File: config.mk
export PLATFORM = sky130hd
export DESIGN_NAME = frame_writer
export DESIGN_NICKNAME = d
export VERILOG_FILES = /design/src/rtl/frame_writer_pkg.sv /design/src/rtl/pattern_gen.sv /design/src/rtl/frame_writer.sv
export SDC_FILE = /design/constraint.sdc
export NUM_CORES = 1
export LEC_CHECK = 0
export CAP_MARGIN = 30
export CORE_MARGIN = 4
export CORE_UTILIZATION = 58
export DETAILED_ROUTE_END_ITERATION = 10
export PLACE_DENSITY_LB_ADDON = 0.2
export SLEW_MARGIN = 0
export SYNTH_ARGS = -nofsm -noshare
export SYNTH_HDL_FRONTEND = slang
export SYNTH_SLANG_ARGS = --single-unit
File: constraint.sdc
create_clock -name sys_clk -period 6.25 [get_ports sys_clk]
set_input_delay 0.9375 -clock sys_clk [delete_from_list [all_inputs] [get_ports sys_clk]]
set_output_delay 0.9375 -clock sys_clk [all_outputs]
set_load 0.005 [all_outputs]
File: src/rtl/frame_writer_pkg.sv
// Shared types and colour constants for the framebuffer test-pattern writer.
package frame_writer_pkg;

  typedef enum logic [1:0] {
    SOLID    = 2'd0,
    BARS     = 2'd1,
    GRADIENT = 2'd2,
    CHECKER  = 2'd3
  } pattern_e;

  typedef enum logic [1:0] {
    IDLE  = 2'd0,
    WRITE = 2'd1,
    DONE  = 2'd2
  } state_e;

  localparam logic [23:0] GRAY        = 24'h808080;
  localparam logic [23:0] BAR_WHITE   = 24'hFFFFFF;
  localparam logic [23:0] BAR_YELLOW  = 24'hFFFF00;
  localparam logic [23:0] BAR_CYAN    = 24'h00FFFF;
  localparam logic [23:0] BAR_GREEN   = 24'h00FF00;
  localparam logic [23:0] BAR_MAGENTA = 24'hFF00FF;
  localparam logic [23:0] BAR_RED     = 24'hFF0000;
  localparam logic [23:0] BAR_BLUE    = 24'h0000FF;
  localparam logic [23:0] BAR_BLACK   = 24'h000000;

  // Colour of vertical bar idx, left to right.
  function automatic logic [23:0] bar_color(input logic [2:0] idx);
    case (idx)
      3'd0:    bar_color = BAR_WHITE;
      3'd1:    bar_color = BAR_YELLOW;
      3'd2:    bar_color = BAR_CYAN;
      3'd3:    bar_color = BAR_GREEN;
      3'd4:    bar_color = BAR_MAGENTA;
      3'd5:    bar_color = BAR_RED;
      3'd6:    bar_color = BAR_BLUE;
      3'd7:    bar_color = BAR_BLACK;
      default: bar_color = BAR_BLACK;
    endcase
  endfunction

endpackage

File: src/rtl/pattern_gen.sv
// Pure combinational pixel colour lookup for one (x, y) position.
// Only the low coordinate bits are needed by any pattern; the bar index
// comes from the caller's sub-counter so no divider is required here.
module pattern_gen
  import frame_writer_pkg::*;
(
  input  logic [7:0]  x_lo,
  input  logic [7:0]  y_lo,
  input  logic [2:0]  bar_idx,
  input  pattern_e    pattern,
  output logic [23:0] rgb
);

  // Select the colour for the requested pattern.
  always_comb begin
    rgb = 24'h000000;
    case (pattern)
      SOLID:    rgb = GRAY;
      BARS:     rgb = bar_color(bar_idx);
      GRADIENT: rgb = {x_lo, y_lo, 8'h00};
      CHECKER: begin
        if ((x_lo[4] ^ y_lo[4]) == 1'b1) begin
          rgb = 24'hFFFFFF;
        end else begin
          rgb = 24'h000000;
        end
      end
      default:  rgb = GRAY;
    endcase
  end

endmodule

File: src/rtl/frame_writer.sv
// Avalon-MM write master that fills a framebuffer with a test pattern,
// one 32-bit word per pixel, in raster order starting at BASE_ADDR.
module frame_writer
  import frame_writer_pkg::*;
#(
  parameter int          HDISP     = 800,
  parameter int          VDISP     = 480,
  parameter logic [31:0] BASE_ADDR = 32'h0000_0000
) (
  input  logic        sys_clk,
  input  logic        sys_rst,
  input  logic        start,
  input  logic        cont,
  input  logic [1:0]  pattern_sel,
  output logic [31:0] avm_address,
  output logic        avm_write,
  output logic [31:0] avm_writedata,
  output logic [3:0]  avm_byteenable,
  input  logic        avm_waitrequest,
  output logic        busy,
  output logic        done,
  output logic [7:0]  frame_count
);

  localparam int XW    = $clog2(HDISP);
  localparam int YW    = (VDISP > 1) ? $clog2(VDISP) : 1;
  localparam int BAR_W = HDISP / 8;
  localparam int BW    = (BAR_W > 1) ? $clog2(BAR_W) : 1;

  localparam logic [XW-1:0] X_LAST   = XW'(HDISP - 1);
  localparam logic [YW-1:0] Y_LAST   = YW'(VDISP - 1);
  localparam logic [BW-1:0] BAR_LAST = BW'(BAR_W - 1);

  state_e        state_r;
  pattern_e      pattern_r;
  logic [XW-1:0] x_r;
  logic [YW-1:0] y_r;
  logic [2:0]    bar_idx_r;
  logic [BW-1:0] bar_cnt_r;
  logic          after_done_r;

  logic          accept_s;
  logic          last_pixel_s;
  logic          go_s;
  logic [XW-1:0] next_x_s;
  logic [YW-1:0] next_y_s;
  logic [2:0]    next_bar_idx_s;
  logic [BW-1:0] next_bar_cnt_s;
  pattern_e      gen_pattern_s;
  logic [23:0]   rgb_s;

  assign avm_byteenable = 4'hF;
  assign accept_s       = avm_write & ~avm_waitrequest;
  assign last_pixel_s   = (x_r == X_LAST) && (y_r == Y_LAST);
  assign go_s           = (state_r == IDLE) && (start || (cont && after_done_r));

  // Coordinates of the pixel to present next; in IDLE this is (0,0) with
  // the live pattern select so the first word is ready on the start edge.
  always_comb begin
    next_x_s       = x_r;
    next_y_s       = y_r;
    next_bar_idx_s = bar_idx_r;
    next_bar_cnt_s = bar_cnt_r;
    gen_pattern_s  = pattern_r;
    if (state_r == IDLE) begin
      next_x_s       = '0;
      next_y_s       = '0;
      next_bar_idx_s = 3'd0;
      next_bar_cnt_s = '0;
      gen_pattern_s  = pattern_e'(pattern_sel);
    end else if (x_r == X_LAST) begin
      next_x_s       = '0;
      next_y_s       = y_r + YW'(1);
      next_bar_idx_s = 3'd0;
      next_bar_cnt_s = '0;
    end else begin
      next_x_s = x_r + XW'(1);
      if (bar_cnt_r == BAR_LAST) begin
        next_bar_cnt_s = '0;
        next_bar_idx_s = bar_idx_r + 3'd1;
      end else begin
        next_bar_cnt_s = bar_cnt_r + BW'(1);
      end
    end
  end

  pattern_gen u_pattern_gen (
    .x_lo    (8'(next_x_s)),
    .y_lo    (8'(next_y_s)),
    .bar_idx (next_bar_idx_s),
    .pattern (gen_pattern_s),
    .rgb     (rgb_s)
  );

  // Frame FSM, pixel counters and registered Avalon master outputs.
  always_ff @(posedge sys_clk) begin
    if (sys_rst) begin
      state_r       <= IDLE;
      pattern_r     <= SOLID;
      x_r           <= '0;
      y_r           <= '0;
      bar_idx_r     <= 3'd0;
      bar_cnt_r     <= '0;
      after_done_r  <= 1'b0;
      avm_write     <= 1'b0;
      avm_address   <= BASE_ADDR;
      avm_writedata <= 32'h0000_0000;
      busy          <= 1'b0;
      done          <= 1'b0;
      frame_count   <= 8'd0;
    end else begin
      case (state_r)
        IDLE: begin
          after_done_r <= 1'b0;
          if (go_s) begin
            state_r       <= WRITE;
            pattern_r     <= pattern_e'(pattern_sel);
            x_r           <= next_x_s;
            y_r           <= next_y_s;
            bar_idx_r     <= next_bar_idx_s;
            bar_cnt_r     <= next_bar_cnt_s;
            avm_write     <= 1'b1;
            avm_address   <= BASE_ADDR;
            avm_writedata <= {8'h00, rgb_s};
            busy          <= 1'b1;
          end
        end
        WRITE: begin
          if (accept_s) begin
            if (last_pixel_s) begin
              state_r     <= DONE;
              avm_write   <= 1'b0;
              busy        <= 1'b0;
              done        <= 1'b1;
              frame_count <= frame_count + 8'd1;
            end else begin
              x_r           <= next_x_s;
              y_r           <= next_y_s;
              bar_idx_r     <= next_bar_idx_s;
              bar_cnt_r     <= next_bar_cnt_s;
              avm_address   <= avm_address + 32'd4;
              avm_writedata <= {8'h00, rgb_s};
            end
          end
        end
        DONE: begin
          state_r      <= IDLE;
          done         <= 1'b0;
          after_done_r <= 1'b1;
        end
        default: begin
          state_r   <= IDLE;
          avm_write <= 1'b0;
          busy      <= 1'b0;
          done      <= 1'b0;
        end
      endcase
    end
  end

endmodule

==> impl_metrics.env, run 1 <==
export IMPL_status="finished clean"
export IMPL_drt_pass1_iterations=5
export IMPL_fin_skew_ps=8.32
export IMPL_critical_path_slowest_cell="sky130_fd_sc_hd__o21ai_2"
export IMPL_synthesis_area_per_instance_sq_um=8.37
export IMPL_detailroute_via_count=4726
export IMPL_cts_tree="done"
export IMPL_power_sequential_fraction_pct=55.5
export IMPL_grt_pass1_vias=4376
export IMPL_drc=0
export IMPL_combinationalPowerShare_pct=9.5
export IMPL_hold_violations=0
export IMPL_criticalPathCategory="register to register"
export IMPL_antennaDiodeCount=0
export IMPL_post_cts_hold_buffer_count=0
export IMPL_grt_antenna_before_repair=0
export IMPL_crit_path_max_fanout=32
export IMPL_timing_final_setup_violations=0
export IMPL_clockBufferDepth=2
export IMPL_worst_r2r_setup_slack_ps=3140
export IMPL_timing_rr_start="x_r[0]"
export IMPL_report_final_slew_viol_count=0
export IMPL_drt_first_iter_violations=286
export IMPL_row_count=33
export IMPL_worst_setup_path_end_kind="register"
export IMPL_post_cts_repair_setup_buffers=0
export IMPL_switchingPower_uw=302
export IMPL_critPathRequiredTime_ps=6530
export IMPL_hold_ws_ps=471
export IMPL_post_route_min_period_ps=3110
export IMPL_max_cap_viol_count=0
export IMPL_achievable_frequency_ghz=0.322
export IMPL_cell_area_placed_sq_mm=0.00558
export IMPL_rsz0062_at_grt="false"
export IMPL_hold_path_endpoint="y_r[8]"
export IMPL_wl_per_cell_microns=16.7
export IMPL_post_dp_hpwl_mm=8.86
export IMPL_timing_critical_path_arrival_ps=3390
export IMPL_critPathMaxStageDelay_ps=630
export IMPL_rr_endpoint="avm_writedata[23]"
export IMPL_p_sw_share_pct=27.7
export IMPL_power_density_over_the_cells_mw_per_mm2=189
export IMPL_die_w_microns=101
export IMPL_postRouteAntennaNets=0
export IMPL_internal_power_uw=788
export IMPL_postSynth_asyncResetShare_pct=0
export IMPL_remaining_max_slew_budget_at_the_tightest_pin_pct=34.2
export IMPL_numCtsBuffers=9
export IMPL_ir_worst_vdd_uv=96.5
export IMPL_netlist_cell_type_count=66
export IMPL_post_drt_via_cell_ratio=6.32
export IMPL_worst_hold_class="register to register"
export IMPL_cts_htree_levels=3
export IMPL_crit_chain="ha_1 -> and4_1 -> nand3_1 -> o21ai_2 -> buf_4 -> nor2_1 -> a311oi_1"
export IMPL_worst_r2r_cell_count=7
export IMPL_core_utilization_of_the_finished_layout_pct=69.5
export IMPL_yosysWarnings=0
export IMPL_post_layout_total_power_mw=1.09
export IMPL_synth_enable_flop_cells=0
export IMPL_power_leakage_nw=1.81
export IMPL_cts_root_buffer="sky130_fd_sc_hd__clkbuf_8"
export IMPL_postLayoutCellArea_sq_mm=0.00577
export IMPL_grt_total_usage_pct=24.9
export IMPL_fp_dieArea_sq_mm=0.0102
export IMPL_period_share_pct=49.7
export IMPL_cts_sinks=92
export IMPL_area_growth_syn_to_layout_pct=15.6
export IMPL_port_buffers=71
export IMPL_synth_main_ff_cell="sky130_fd_sc_hd__dfxtp_1"
export IMPL_tightest_slew_ps=982
export IMPL_mostFrequentLayoutCells="92 x sky130_fd_sc_hd__dfxtp_1, 70 x sky130_fd_sc_hd__clkdlybuf4s50_1, 58 x sky130_fd_sc_hd__a21oi_1"
export IMPL_global_route_wire_length_before_repair_mm=20.8
export IMPL_placeableCoreArea_sq_mm=0.00830
export IMPL_ys_ff_latch=92
export IMPL_post_cts_resized_instances=0
export IMPL_die_h_microns=101
export IMPL_final_setup_tns_ps=0
export IMPL_nNetsFinal=651
export IMPL_grt_max_degree=65
export IMPL_clkTransAtPathRegs_ps=100
export IMPL_min_path_cells=1
export IMPL_critPathLaunchType="register"
export IMPL_floorplan_initialDensity_pct=60.1
export IMPL_synthCells=596
export IMPL_synthesis_area_sq_mm=0.00499
export IMPL_clock_power_share_pct=35.0
export IMPL_worst_hold_startpoint="y_r[8]"
export IMPL_final_common_cell="sky130_fd_sc_hd__dfxtp_1"
export IMPL_synth_yosys_seq_area_share_pct=36.9
export IMPL_finalWirelength_mm=12.5
export IMPL_clock_insertion_delay_worst_skew_ps=370
export IMPL_ioPinCount=86
export IMPL_gp_routability_congestion=0.867
export IMPL_share_of_post_route_cells_with_drive_strength_above_1_pct=6.69
export IMPL_overflow=0
==> area by class of cell <==
class / instances / area, sq um
fill: 689 / 2530
multi-input combinational: 449 / 2840
inverter: 11 / 41.3
clock buffer: 9 / 124
clock inverter: 7 / 57.6
sequential: 92 / 1840
tap: 105 / 131
timing repair buffer: 75 / 736
==> cells in the mapped netlist (2+ instances only) <==
cell type / number / area, sq um
sky130_fd_sc_hd__xor2_1: 5 / 43.8
sky130_fd_sc_hd__a311oi_1: 3 / 26.3
sky130_fd_sc_hd__buf_2: 12 / 60.1
sky130_fd_sc_hd__nor4_1: 8 / 50.1
sky130_fd_sc_hd__ha_1: 6 / 75.1
sky130_fd_sc_hd__nor2_1: 41 / 154
sky130_fd_sc_hd__o21a_1: 5 / 37.5
sky130_fd_sc_hd__dfxtp_1: 92 / 1840
sky130_fd_sc_hd__a22oi_4: 2 / 42.5
sky130_fd_sc_hd__nor3b_1: 2 / 15.0
sky130_fd_sc_hd__o211ai_1: 2 / 15.0
sky130_fd_sc_hd__clkbuf_1: 20 / 75.1
sky130_fd_sc_hd__nor4b_1: 2 / 17.5
sky130_fd_sc_hd__and2_0: 2 / 12.5
sky130_fd_sc_hd__and4_1: 7 / 61.3
sky130_fd_sc_hd__or3_1: 2 / 12.5
sky130_fd_sc_hd__a21boi_0: 4 / 30.0
sky130_fd_sc_hd__or4_1: 22 / 165
sky130_fd_sc_hd__or2_2: 7 / 43.8
sky130_fd_sc_hd__nand3b_1: 20 / 150
sky130_fd_sc_hd__a21oi_1: 58 / 290
sky130_fd_sc_hd__o21ai_0: 26 / 130
sky130_fd_sc_hd__and2_1: 4 / 25.0
sky130_fd_sc_hd__nor3_1: 7 / 35.0
sky130_fd_sc_hd__conb_1: 2 / 7.51
sky130_fd_sc_hd__o221ai_1: 14 / 123
sky130_fd_sc_hd__nand2_1: 44 / 165
sky130_fd_sc_hd__buf_4: 22 / 165
sky130_fd_sc_hd__and3_1: 6 / 37.5
sky130_fd_sc_hd__a31oi_1: 3 / 18.8
sky130_fd_sc_hd__a211oi_1: 4 / 30.0
sky130_fd_sc_hd__nand3_1: 31 / 155
sky130_fd_sc_hd__mux2i_1: 11 / 110
sky130_fd_sc_hd__nor2b_1: 4 / 25.0
sky130_fd_sc_hd__xnor2_1: 15 / 131
sky130_fd_sc_hd__inv_1: 11 / 41.3
sky130_fd_sc_hd__nand4_1: 16 / 100
sky130_fd_sc_hd__o21ai_2: 2 / 17.5
sky130_fd_sc_hd__o21ai_1: 2 / 10.0
sky130_fd_sc_hd__o31ai_1: 24 / 180
==> flip-flops by register name, summed over array words and instances, names as in the netlist <==
register	count
busy	1
frame_count	8
bar_cnt_r	7
avm_address	30
y_r	9
pattern_r	2
avm_writedata	18
state_r	2
after_done_r	1
done	1
x_r	10
bar_idx_r	3
==> routing by layer <==
layer  wire length, microns  track usage [%]  share of wire [%]
met3                    846             5.19                6.8
met1                   5400             33.1                 43
met2                   6010             40.3                 48
met4                    222             8.08                1.8
met5                      0                0                  0
==> power by group through the flow <==
stage	Sequential, mW	Combinational [mW]	Clock [mW]
global placement	0.618	0.101	0
detailed placement	0.618	0.103	0
CTS	0.605	0.104	0.387
finish	0.605	0.104	0.382
global route	0.607	0.114	0.408
floorplan	0.616	0.0735	0
==> worst max-delay path: cells and delay by family (launching register included) <==
family                   cells  cell delay, ps
adder cells (fa/ha/maj)      1             300
flip-flops                   1             450
AND/OR/NAND/NOR              3             900
buffers and inverters        1             420
AO/OA/AOI/OAI                2             930
==> how the worst max path moves through the flow <==
stage / from / end / depth (start not counted)
after global routing: x_r[0] / avm_writedata[23] / 7
after detailed placement: cont / avm_address[18] / 6
after CTS: x_r[0] / avm_writedata[15] / 7
final: x_r[0] / avm_writedata[23] / 7
after floorplan: cont / avm_address[20] / 7
after global placement: cont / avm_address[20] / 6
==> stage by stage <==
step	setup WS, ps	cells
2_1_floorplan	3920	608
3_3_place_gp	2930	731
3_5_place_dp	2830	731
4_1_cts	3190	747
5_1_grt	2900	748
6_report	3140	748
==> cells by family after synthesis <==
family	Yosys count	synth area share [%]
simple gates	242	28.2
compound gates	155	20.1
flops	92	36.9
buf+inv	67	7.17
xor+xnor	21	3.84
mux	11	2.21
fa+ha+maj	6	1.50
other cells	2	0.150
Power figures use the tool's default switching activity.
==> run 2, diff against run 1 <==
- CORE_UTILIZATION: 58 -> 53
- clock period: 6.25 -> 3.2 ns (I/O delays scaled with it)
==> impl_metrics.env, run 2 (synthesis gave the netlist of run 1 again) <==
export IMPL_post_route_insts_no_fill=764
export IMPL_place_inst=748
export IMPL_power_leakage_nw=1.87
export IMPL_numCtsBuffers=9
export IMPL_post_cts_resized_instances=0
export IMPL_worst_setup_path_end_kind="register"
export IMPL_post_drt_via_cell_ratio=6.19
export IMPL_area_growth_syn_to_layout_pct=17.4
export IMPL_internal_power_mw=1.57
export IMPL_drt_first_iter_violations=342
export IMPL_timing_final_setup_violations=0
export IMPL_drt_pass1_iterations=5
export IMPL_post_cts_repair_setup_buffers=0
export IMPL_grt_max_degree=48
export IMPL_die_h_microns=105
export IMPL_rr_endpoint="avm_writedata[15]"
export IMPL_power_density_over_the_cells_mw_per_mm2=373
export IMPL_row_count=35
export IMPL_combinationalPowerShare_pct=9.6
export IMPL_p_sw_share_pct=28.1
export IMPL_final_common_cell="sky130_fd_sc_hd__dfxtp_1"
export IMPL_final_setup_tns_ps=0
export IMPL_global_route_wire_length_before_repair_mm=21.7
export IMPL_ir_worst_vdd_uv=223
export IMPL_gp_routability_congestion=0.897
export IMPL_worst_hold_class="register to register"
export IMPL_postRouteAntennaNets=0
export IMPL_crit_path_max_fanout=35
export IMPL_share_of_post_route_cells_with_drive_strength_above_1_pct=8.12
export IMPL_port_buffers=71
export IMPL_critPathLaunchType="register"
export IMPL_timing_critical_path_arrival_ps=2910
export IMPL_detailroute_via_count=4727
export IMPL_biggestRegsByFlops="avm_address: 30 flops, avm_writedata: 18 flops, x_r: 10 flops"
export IMPL_ioPinCount=86
export IMPL_clock_insertion_delay_worst_skew_ps=380
export IMPL_cts_sinks=92
export IMPL_smallest_setup_slack_after_layout_ps=557
export IMPL_min_path_cells=1
export IMPL_tightest_slew_ps=698
export IMPL_remaining_max_slew_budget_at_the_tightest_pin_pct=53.4
export IMPL_hold_path_endpoint="y_r[8]"
export IMPL_hold_violations=0
export IMPL_cts_htree_levels=3
export IMPL_worst_hold_startpoint="y_r[8]"
export IMPL_report_final_slew_viol_count=0
export IMPL_critPathRequiredTime_ps=3470
export IMPL_grt_total_usage_pct=23.5
export IMPL_rsz0062_at_grt="false"
export IMPL_max_reg_flops=30
export IMPL_antennaDiodeCount=0
export IMPL_drc=0
export IMPL_wl_per_cell_microns=17.1
export IMPL_die_w_microns=105
export IMPL_cts_root_buffer="sky130_fd_sc_hd__clkbuf_8"
export IMPL_placement_stage_worst_setup_slack_ps=551
export IMPL_grt_pass1_vias=4448
export IMPL_timing_rr_start="x_r[0]"
export IMPL_power_sequential_fraction_pct=54.1
export IMPL_placeableCoreArea_sq_mm=0.00920
export IMPL_status="finished clean"
export IMPL_post_dp_hpwl_mm=9.42
export IMPL_max_flop_register="avm_address"
export IMPL_worst_r2r_cell_count=7
export IMPL_criticalPathCategory="register to register"
export IMPL_fin_skew_ps=19.6
export IMPL_cts_tree="done"
export IMPL_post_route_min_period_ps=2640
export IMPL_switchingPower_uw=613
export IMPL_fp_dieArea_sq_mm=0.0110
export IMPL_period_share_pct=82.6
export IMPL_nNetsFinal=661
export IMPL_overflow=0
export IMPL_clkTransAtPathRegs_ps=100
export IMPL_clock_power_share_pct=36.3
export IMPL_mostFrequentLayoutCells="92 x sky130_fd_sc_hd__dfxtp_1, 70 x sky130_fd_sc_hd__clkdlybuf4s50_1, 58 x sky130_fd_sc_hd__a21oi_1"
export IMPL_max_cap_viol_count=0
export IMPL_grt_antenna_before_repair=0
export IMPL_post_cts_hold_buffer_count=0
export IMPL_clockBufferDepth=2
export IMPL_nFillCells=809
export IMPL_worst_r2r_setup_slack_ps=560
export IMPL_floorplan_initialDensity_pct=54.3
export IMPL_achievable_frequency_ghz=0.378
export IMPL_finalWirelength_mm=13.1
-- run 2: cell count changes in the layout (fill, tap and decap cells not counted), sizes merged --
cell,change
clkbuf,+1
buf,+10
clkinv,-1
-- run 2: per-layer routing --
layer	vias up	share of wire (%)	global-route usage, %
li1	2282	-	-
met1	2278	45	32.8
met4	0	1.3	6.09
met2	153	48	37.9
met3	14	5.9	3.77
met5	-	0	0
-- run 2: worst max-delay path by stage --
stage	from	end	slack [ps]	depth (start not counted)
floorplan	x_r[0]	avm_address[25]	1100	8
global placement	avm_waitrequest	avm_address[4]	610	6
detailed placement	avm_waitrequest	avm_address[4]	550	6
CTS	x_r[0]	avm_writedata[15]	580	7
global route	x_r[0]	avm_writedata[15]	380	7
finish	x_r[0]	avm_writedata[15]	560	7
-- run 2: cell type report --
type,instances,area (sq um),share of cell area [%]
Clock buffer,10,138,2.35
Clock inverter,6,55.1,0.939
Inverter,11,41.3,0.704
Multi-Input combinational cell,449,2840,48.4
Sequential cell,92,1840,31.4
Tap cell,111,139,2.37
Timing Repair Buffer,85,811,13.8
-- run 2: critical path, stage by stage, from the launching register on --
cell and delay, ps:
sky130_fd_sc_hd__dfxtp_1 430, sky130_fd_sc_hd__ha_1 300, sky130_fd_sc_hd__and4_1 370, sky130_fd_sc_hd__nand3_1 330, sky130_fd_sc_hd__o21ai_2 260, sky130_fd_sc_hd__buf_4 360, sky130_fd_sc_hd__nor2_1 170, sky130_fd_sc_hd__a311oi_1 320
-- run 2: power by group through the flow --
stage	Sequential, mW	Combinational [mW]	Clock, mW
2_1_floorplan	1.20	0.144	0
3_3_place_gp	1.21	0.203	0
3_5_place_dp	1.21	0.208	0
4_1_cts	1.18	0.209	0.804
5_1_grt	1.19	0.228	0.857
6_report	1.18	0.210	0.792
-- run 2: metrics by stage --
| step | area [sq um] | total power [mW] | utilization [%] | hold slack, ps |
|---|---|---|---|---|
| 6_report | 5860 | 2.18 | 63.7 | 470 |
| 5_1_grt | 5860 | 2.27 | 63.7 | 504 |
| 4_1_cts | 5860 | 2.19 | 63.7 | 474 |
| 3_5_place_dp | 5670 | 1.42 | 61.6 | 460 |
| 3_3_place_gp | 5670 | 1.41 | 61.6 | 453 |
| 2_1_floorplan | 5040 | 1.35 | - | 434 |
==> run 3, diff against run 2 <==
- clock period: 3.2 -> 2.55 ns (I/O delays scaled with it)
==> impl_metrics.env, run 3 (synthesis gave the netlist of run 1 again) <==
export IMPL_status="finished clean"
export IMPL_global_route_wire_length_before_repair_mm=21.7
export IMPL_crit_path_max_fanout=17
export IMPL_rsz0062_at_grt="false"
export IMPL_clockBufferDepth=2
export IMPL_timing_rr_start="y_r[1]"
export IMPL_max_reg_flops=30
export IMPL_placement_stage_worst_setup_slack_ps=166
export IMPL_smallest_setup_slack_after_layout_ps=215
export IMPL_grt_antenna_before_repair=0
export IMPL_wl_per_cell_microns=16.6
export IMPL_worst_r2r_setup_slack_ps=210
export IMPL_fp_dieArea_sq_mm=0.0110
export IMPL_floorplan_initialDensity_pct=54.3
export IMPL_ioPinCount=86
export IMPL_ir_worst_vdd_uv=298
export IMPL_power_leakage_nw=1.97
export IMPL_criticalPathCategory="register to register"
export IMPL_tightest_slew_ps=661
export IMPL_remaining_max_slew_budget_at_the_tightest_pin_pct=55.9
export IMPL_worst_setup_path_end_kind="register"
export IMPL_cts_tree="done"
export IMPL_critPathRequiredTime_ps=2850
export IMPL_rr_endpoint="bar_cnt_r[4]"
export IMPL_core_utilization_of_the_finished_layout_pct=65.4
export IMPL_postRouteAntennaNets=0
export IMPL_drc=0
export IMPL_post_dp_hpwl_mm=9.38
export IMPL_timing_critical_path_arrival_ps=2640
export IMPL_hold_violations=0
export IMPL_min_path_cells=2
export IMPL_power_density_over_the_cells_mw_per_mm2=459
export IMPL_detailroute_via_count=4768
export IMPL_timing_critical_path_buf_inv=1
export IMPL_clock_insertion_delay_worst_skew_ps=370
export IMPL_mostFrequentLayoutCells="92 x sky130_fd_sc_hd__dfxtp_1, 70 x sky130_fd_sc_hd__clkdlybuf4s50_1, 58 x sky130_fd_sc_hd__a21oi_1"
export IMPL_cts_root_buffer="sky130_fd_sc_hd__clkbuf_8"
export IMPL_final_setup_tns_ps=0
export IMPL_max_flop_register="avm_address"
export IMPL_post_route_min_period_ps=2340
export IMPL_final_common_cell="sky130_fd_sc_hd__dfxtp_1"
export IMPL_post_cts_hold_buffer_count=0
export IMPL_finalWirelength_mm=12.9
export IMPL_crit_chain="ha_1 -> and4b_1 -> nand3_1 -> o21ai_4 -> buf_4 -> o21bai_1 -> a21oi_1"
export IMPL_worst_hold_class="input port to register"
export IMPL_numCtsBuffers=9
export IMPL_grt_max_degree=33
export IMPL_antennaDiodeCount=0
export IMPL_port_buffers=71
export IMPL_biggestRegsByFlops="avm_address: 30 flops, avm_writedata: 18 flops, x_r: 10 flops"
export IMPL_postLayoutCellArea_sq_mm=0.00602
export IMPL_die_w_microns=105
export IMPL_report_final_slew_viol_count=0
export IMPL_critical_path_top_delay_family="compound AO/OA/AOI/OAI gates"
export IMPL_drt_pass1_iterations=5
export IMPL_cell_area_placed_sq_mm=0.00581
export IMPL_timing_final_setup_violations=0
export IMPL_share_of_post_route_cells_with_drive_strength_above_1_pct=10.3
export IMPL_area_growth_syn_to_layout_pct=20.6
export IMPL_critPathLaunchType="register"
export IMPL_nFillCells=766
export IMPL_grt_pass1_vias=4420
export IMPL_row_count=35
export IMPL_die_h_microns=105
export IMPL_cts_htree_levels=3
export IMPL_post_cts_resized_instances=0
export IMPL_multi_input_comb_area_sq_mm=0.00284
export IMPL_overflow=0
export IMPL_post_drt_via_cell_ratio=6.11
export IMPL_nNetsFinal=677
export IMPL_post_cts_repair_setup_buffers=0
export IMPL_worst_r2r_cell_count=7
export IMPL_critPathMaxStageDelay_ps=390
export IMPL_clkTransAtPathRegs_ps=90
export IMPL_placeableCoreArea_sq_mm=0.00920
export IMPL_gp_routability_congestion=0.894
export IMPL_regArea_sq_mm=0.00184
export IMPL_grt_total_usage_pct=23.5
export IMPL_hold_path_endpoint="avm_writedata[23]"
export IMPL_fin_skew_ps=14.7
export IMPL_worst_hold_startpoint="sys_rst"
export IMPL_critical_path_slowest_cell="sky130_fd_sc_hd__dfxtp_1"
export IMPL_drt_first_iter_violations=373
export IMPL_startpoint="y_r[1]"
export IMPL_achievable_frequency_ghz=0.428
export IMPL_max_cap_viol_count=0
export IMPL_period_share_pct=91.6
export IMPL_cts_sinks=92
run 3: layer usage:
metal  track usage, %  share of wire, %  vias to the layer above
li1                 -                 -                     2330
met1             32.9                47                     2253
met5                0                 0                        -
met2             37.2                46                      166
met3             3.83               6.1                       19
met4             7.22               1.4                        0
run 3: final cells by class:
type | instances | share of cell area (%)
Clock buffer | 9 | 2.06
Clock inverter | 7 | 1.19
Inverter | 11 | 0.686
Multi-Input combinational cell | 449 | 47.3
Sequential cell | 92 | 30.6
Tap cell | 111 | 2.31
Timing Repair Buffer | 101 | 15.9
run 3: per-stage QoR:
stage	hold slack (ps)	power (mW)	cells
floorplan	434	1.69	608
global placement	454	1.79	764
global route	294	2.87	780
CTS	281	2.79	780
finish	300	2.76	780
detailed placement	469	1.79	764
run 3: where the power goes:
group,switching (mW),internal (mW)
Sequential,0.0225,1.46
Clock,0.540,0.459
Combinational,0.160,0.123
Total,0.722,2.04
run 3: worst max path at each step:
stage,endpoint,slack [ps],depth (start not counted)
after CTS,bar_cnt_r[4],170,7
final,bar_cnt_r[4],210,7
after global routing,bar_cnt_r[4],10,7
after detailed placement,avm_address[22],170,7
after floorplan,avm_address[25],450,8
after global placement,avm_address[21],250,7
